**src/rtl/uart_pkg.sv**
```systemverilog
// Shared constants and FSM encoding for the byte-oriented UART blocks.
package uart_pkg;

  localparam int unsigned UART_DATA_BITS          = 8;
  localparam int unsigned UART_DEFAULT_BAUD_DIV   = 868;  // 100 MHz / 115200
  localparam int unsigned UART_DEFAULT_FIFO_DEPTH = 16;

  typedef enum logic [1:0] {
    ST_IDLE  = 2'd0,
    ST_START = 2'd1,
    ST_DATA  = 2'd2,
    ST_STOP  = 2'd3
  } uart_state_e;

endpackage

```
**src/rtl/sync_fifo.sv**
```systemverilog
// Single-clock FIFO with an explicit level counter and a registered drop flag.
// Pushes are judged against the pre-edge level, so a push into a full queue is
// dropped even if a pop frees a slot on the same edge.
module sync_fifo #(
  parameter int unsigned WIDTH = 8,
  parameter int unsigned DEPTH = 16
) (
  input  logic                     clk_i,
  input  logic                     rst_ni,
  input  logic                     push_i,
  input  logic [WIDTH-1:0]         data_i,
  input  logic                     pop_i,
  output logic [WIDTH-1:0]         data_c,
  output logic                     empty_c,
  output logic [$clog2(DEPTH):0]   level_o,
  output logic [$clog2(DEPTH):0]   level_next_c,
  output logic                     drop_o
);

  localparam int unsigned PTR_W = $clog2(DEPTH);
  localparam int unsigned LVL_W = PTR_W + 1;

  logic [WIDTH-1:0] mem_q [DEPTH];
  logic [PTR_W-1:0] wr_ptr_q, wr_ptr_d;
  logic [PTR_W-1:0] rd_ptr_q, rd_ptr_d;
  logic [LVL_W-1:0] level_q, level_d;
  logic             drop_q, drop_d;
  logic             full;
  logic             push_ok;
  logic             pop_ok;

  // Qualify requests and compute next pointers/level.
  always_comb begin
    full     = (level_q == LVL_W'(DEPTH));
    empty_c  = (level_q == '0);
    push_ok  = push_i & ~full;
    pop_ok   = pop_i & ~empty_c;
    drop_d   = push_i & full;
    wr_ptr_d = wr_ptr_q;
    rd_ptr_d = rd_ptr_q;
    level_d  = level_q;
    if (push_ok) wr_ptr_d = wr_ptr_q + PTR_W'(1);
    if (pop_ok)  rd_ptr_d = rd_ptr_q + PTR_W'(1);
    case ({push_ok, pop_ok})
      2'b10:   level_d = level_q + LVL_W'(1);
      2'b01:   level_d = level_q - LVL_W'(1);
      default: level_d = level_q;
    endcase
  end

  // Pointer, level and drop-flag registers.
  always_ff @(posedge clk_i or negedge rst_ni) begin
    if (!rst_ni) begin
      wr_ptr_q <= '0;
      rd_ptr_q <= '0;
      level_q  <= '0;
      drop_q   <= 1'b0;
    end else begin
      wr_ptr_q <= wr_ptr_d;
      rd_ptr_q <= rd_ptr_d;
      level_q  <= level_d;
      drop_q   <= drop_d;
    end
  end

  // Storage array; contents need no reset since the level gates reads.
  always_ff @(posedge clk_i) begin
    if (push_ok) mem_q[wr_ptr_q] <= data_i;
  end

  assign data_c       = mem_q[rd_ptr_q];
  assign level_o      = level_q;
  assign level_next_c = level_d;
  assign drop_o       = drop_q;

endmodule

```
**src/rtl/out_byte_uart_tx.sv**
```systemverilog
// 8N1 UART transmitter fed by the CPU's single-byte output strobe through a
// small FIFO. Frames go back-to-back while bytes are queued.
module out_byte_uart_tx
  import uart_pkg::*;
#(
  parameter int unsigned BAUD_DIV   = UART_DEFAULT_BAUD_DIV,
  parameter int unsigned FIFO_DEPTH = UART_DEFAULT_FIFO_DEPTH
) (
  input  logic                          clk,
  input  logic                          resetn,
  input  logic [UART_DATA_BITS-1:0]     in_byte,
  input  logic                          in_byte_en,
  output logic                          tx,
  output logic                          busy,
  output logic [$clog2(FIFO_DEPTH):0]   fifo_level,
  output logic                          overflow
);

  localparam int unsigned CNT_W = $clog2(BAUD_DIV);
  localparam int unsigned BIT_W = $clog2(UART_DATA_BITS);
  localparam int unsigned LVL_W = $clog2(FIFO_DEPTH) + 1;
  localparam logic [CNT_W-1:0] BAUD_LOAD = CNT_W'(BAUD_DIV - 1);
  localparam logic [BIT_W-1:0] BIT_LAST  = BIT_W'(UART_DATA_BITS - 1);

  uart_state_e                state_q, state_d;
  logic [CNT_W-1:0]           baud_q, baud_d;
  logic [BIT_W-1:0]           bit_q, bit_d;
  logic [UART_DATA_BITS-1:0]  shift_q, shift_d;
  logic                       tx_q, tx_d;
  logic                       busy_q, busy_d;
  logic                       pop_c;
  logic                       baud_end_c;
  logic [UART_DATA_BITS-1:0]  fifo_data_c;
  logic                       fifo_empty_c;
  logic [LVL_W-1:0]           fifo_level_next_c;

  sync_fifo #(
    .WIDTH (UART_DATA_BITS),
    .DEPTH (FIFO_DEPTH)
  ) u_fifo (
    .clk_i        (clk),
    .rst_ni       (resetn),
    .push_i       (in_byte_en),
    .data_i       (in_byte),
    .pop_i        (pop_c),
    .data_c       (fifo_data_c),
    .empty_c      (fifo_empty_c),
    .level_o      (fifo_level),
    .level_next_c (fifo_level_next_c),
    .drop_o       (overflow)
  );

  // Frame sequencer: next state, baud/bit counters, shifter and pin value.
  always_comb begin
    state_d    = state_q;
    baud_d     = baud_q;
    bit_d      = bit_q;
    shift_d    = shift_q;
    pop_c      = 1'b0;
    baud_end_c = (baud_q == '0);

    case (state_q)
      ST_IDLE: begin
        if (!fifo_empty_c) begin
          pop_c   = 1'b1;
          shift_d = fifo_data_c;
          baud_d  = BAUD_LOAD;
          state_d = ST_START;
        end
      end
      ST_START: begin
        if (baud_end_c) begin
          baud_d  = BAUD_LOAD;
          bit_d   = '0;
          state_d = ST_DATA;
        end else begin
          baud_d = baud_q - CNT_W'(1);
        end
      end
      ST_DATA: begin
        if (baud_end_c) begin
          baud_d = BAUD_LOAD;
          if (bit_q == BIT_LAST) begin
            state_d = ST_STOP;
          end else begin
            shift_d = {1'b0, shift_q[UART_DATA_BITS-1:1]};
            bit_d   = bit_q + BIT_W'(1);
          end
        end else begin
          baud_d = baud_q - CNT_W'(1);
        end
      end
      ST_STOP: begin
        if (baud_end_c) begin
          if (!fifo_empty_c) begin
            // Chain straight into the next frame with no idle bit.
            pop_c   = 1'b1;
            shift_d = fifo_data_c;
            baud_d  = BAUD_LOAD;
            state_d = ST_START;
          end else begin
            state_d = ST_IDLE;
          end
        end else begin
          baud_d = baud_q - CNT_W'(1);
        end
      end
      default: state_d = ST_IDLE;
    endcase

    case (state_d)
      ST_START: tx_d = 1'b0;
      ST_DATA:  tx_d = shift_d[0];
      default:  tx_d = 1'b1;
    endcase

    busy_d = (state_d != ST_IDLE) | (fifo_level_next_c != '0);
  end

  // Sequencer registers; reset forces the line high and abandons any frame.
  always_ff @(posedge clk or negedge resetn) begin
    if (!resetn) begin
      state_q <= ST_IDLE;
      baud_q  <= '0;
      bit_q   <= '0;
      shift_q <= '0;
      tx_q    <= 1'b1;
      busy_q  <= 1'b0;
    end else begin
      state_q <= state_d;
      baud_q  <= baud_d;
      bit_q   <= bit_d;
      shift_q <= shift_d;
      tx_q    <= tx_d;
      busy_q  <= busy_d;
    end
  end

  assign tx   = tx_q;
  assign busy = busy_q;

endmodule

```
**config.mk**
```make
export PLATFORM = sky130hd
export DESIGN_NAME = out_byte_uart_tx
export DESIGN_NICKNAME = d
export VERILOG_FILES = /design/src/rtl/uart_pkg.sv /design/src/rtl/sync_fifo.sv /design/src/rtl/out_byte_uart_tx.sv
export SDC_FILE = /design/constraint.sdc
export NUM_CORES = 1
export LEC_CHECK = 0
export ABC_AREA = 0
export CORE_MARGIN = 2
export CORE_UTILIZATION = 55
export CTS_CLUSTER_DIAMETER = 40
export CTS_CLUSTER_SIZE = 10
export DETAILED_ROUTE_END_ITERATION = 16
export GPL_TIMING_DRIVEN = 0
export PLACE_DENSITY = 0.78
export SLEW_MARGIN = 20
export SYNTH_ARGS = -nofsm -noshare
export SYNTH_HDL_FRONTEND = slang
export SYNTH_SLANG_ARGS = --single-unit
```
**constraint.sdc**
```tcl
create_clock -name clk -period 10.76 [get_ports clk]
set_input_delay 1.076 -clock clk [delete_from_list [all_inputs] [get_ports clk]]
set_output_delay 1.076 -clock clk [all_outputs]
set_load 0.03 [all_outputs]
```
==> out/metrics.yaml <==
run_status: "complete, no violations"
ios: 19
nets: 527
cts_tree: "built"
powerDensity_mw_per_mm2: 200
post_cts_buffers: 0
cts_resized: 0
ys_types: 57
cts_sinks: 167
clk-insertion-delay-late_ns: 0.43
nFillCells: 884
die_area_sq_mm: 0.0141
n_antenna_cell: 0
cpMaxStageDelayCell: "nor3_1"
ys_ff_latch: 167
critPathKind: "reg -> reg"
crit_chain: "inv_1 -> ha_1 -> nor3b_2 -> a41oi_1 -> nor3_1 -> ha_1 -> fa_1 -> mux2_2 -> or4_1 -> or4_1"
grt_pass1_vias: 4278
final_common_cell: "edfxtp_1"
final_hold_viol_count: 0
numCtsBuffers: 17
place_hpwl_microns: 9650
tns_ns: 0
drt-pass1-iter-count: 5
period_share_pct: 40.0
synth_ff_type: "edfxtp_1"
min_period_ns: 4.31
cp_slowest_stage_delay_ns: 0.69
arrival_ns: 4.60
rsz0062_at_grt: "no"
required_ns: 11.05
syn_avg_cell_area_sq_um: 15.9
synth_edf_count: 128
ys_seq_area_share_pct: 66.5
clock_path_buffers: 2
start_kind: "flop"
drt_iter0_drc: 377
syn_to_final_growth_pct: 15.3
ys_warn_count: 0
core_area_sq_mm: 0.0127
hold_class: "reg -> reg"
die_y_microns: 119
layout_common_cells: "edfxtp_1 (128), dfrtp_1 (38), mux4_2 (36)"
drc_errors: 0
antenna_found_initial: 0
htreeDepth: 4
dieWidth_microns: 119
gp_congestion: 0.846
post-place-ws_ns: 6.47
place.port_buffers: 18
wire_per_inst_microns: 22.1
worst_slack_ns: 6.45
synthesis.area_sq_mm: 0.00725
holdBufCountCts: 0
grt_overflow: 0
setup_viol: 0
drive_gt1_share_pct: 18.9
grtUsageTotal_pct: 22.8
tightest_slew_ns: 0.965
avgViaCountPerCell: 6.15
max_clock_freq_ghz: 0.232
synthCells: 456
wl_microns: 15100
detail-route-antenna-nets: 0
peakVddDrop_v: 0.000166
vias: 4188
worst-path-buf-inv: 1
critPathTopFamily: "simple AND/OR/NAND/NOR gates"
maxSlewViolCount: 0
cp_max_fo: 6
worstSetupEndpointType: "flop"
grt_pass1_wl_microns: 23700
relSlewSlack_pct: 35.4
synth_fp_nets: 487
cts_root_buf: "clkbuf_16"
initial_core_util_pct: 57.0
row_count: 41
grt_max_degree: 22
fin_worst_skew_ns: 0.0173
p_leak_nw: 2.98
clkTransAtPathRegs_ns: 0.07
cap_violations: 0
ys_async_sr_fraction_pct: 23.4
## final timing paths
| path | cells after the start | from | endpoint | slack, ns |
|---|---|---|---|---|
| setup / recovery | 10 | baud_q[0] | busy | 6.45 |
| hold / removal | 1 | bit_q[0] | bit_q[0] | 0.50 |
| setup reg to reg | 10 | baud_q[0] | busy | 6.45 |
| hold reg to reg | 1 | bit_q[0] | bit_q[0] | 0.50 |
| max in group asynchronous | 2 | resetn | tx | 9.60 |
| min in group asynchronous | 1 | resetn | baud_q[6] | 0.61 |
## power breakdown
part / leakage (nW) / internal (mW) / switching (mW)
clock network: 0.319 / 0.381 / 0.283
registers: 1.61 / 0.763 / 0.0337
logic: 1.05 / 0.0767 / 0.133
## flip-flops by register name, indices dropped and copies added, names as in the netlist
| register | flops |
|---|---|
| baud_q | 10 |
| bit_q | 3 |
| busy | 1 |
| shift_q | 8 |
| state_q | 2 |
| tx | 1 |
| u_fifo.drop_o | 1 |
| u_fifo.level_o | 5 |
| u_fifo.mem_q | 128 |
| u_fifo.rd_ptr_q | 4 |
| u_fifo.wr_ptr_q | 4 |
## synthesized netlist by cell type (all sizes together), types with 2 or more instances
cell type,n,share of area (%)
edfxtp,128,53
dfrtp,38,13
mux4,36,11
nor2,34,1.8
nand2,26,1.3
o21ai,21,1.5
ha,19,3.3
inv,17,0.88
a21oi,14,0.97
buf,12,0.74
clkbuf,8,0.41
nand2b,8,0.69
xnor2,8,0.97
mux2i,7,0.97
nor3,7,0.48
nor4,7,0.98
a22oi,6,0.62
a221oi,3,0.36
a22o,3,0.36
and3,3,0.26
mux2,3,0.47
nand3,3,0.21
nand4,3,0.35
nor4b,3,0.36
o31ai,3,0.31
or4,3,0.31
xor2,3,0.36
a211oi,2,0.21
a21boi,2,0.21
a21o,2,0.21
a31oi,2,0.26
nand4b,2,0.33
nor2b,2,0.17
nor3b,2,0.28
o21a,2,0.21
or2,2,0.17
or3,2,0.17
## logic make-up (layout without fill, tap and decap cells)
kind of cell               count (synthesis)  after routing  synth area share, %
xor gates and xnor gates                  11             11                 1.33
and+or+nand+nor                          108            108                 7.96
muxes                                     46             46                 12.6
DFF                                      167            167                 66.5
adders and majority gates                 20             20                 3.56
buffers and inverters                     37             90                 2.04
AOI/OAI and AO/OA                         67             67                 5.99
## area by class of cell
class	instances	area, sq um	share of cell area, %
clock inverter	15	233	2.78
buffer	20	83.8	1.00
inverter	17	63.8	0.763
multi-input combinational	252	2300	27.5
clock buffer	17	425	5.09
timing repair buffer	21	218	2.60
tap	172	215	2.57
sequential	167	4820	57.7
## stage by stage
step	std cells	hold slack [ns]	util (%)	power (mW)	cell area (sq um)
detailed placement	649	0.492	60.5	1.02	7700
CTS	681	0.501	65.7	1.67	8360
global route	681	0.526	65.7	1.73	8360
floorplan	456	0.456	-	0.929	7250
global placement	646	0.476	60.1	0.996	7640
finish	681	0.499	65.7	1.67	8360
## layer usage
layer | vias up | global-route usage (%) | wire length, microns
li1 | 1850 | - | -
met1 | 2145 | 29.3 | 6090
met2 | 169 | 38.3 | 7770
met3 | 24 | 4.34 | 800
met4 | 0 | 9.82 | 397
met5 | - | 0 | 0
No activity file was read; power rests on OpenSTA's default activity.
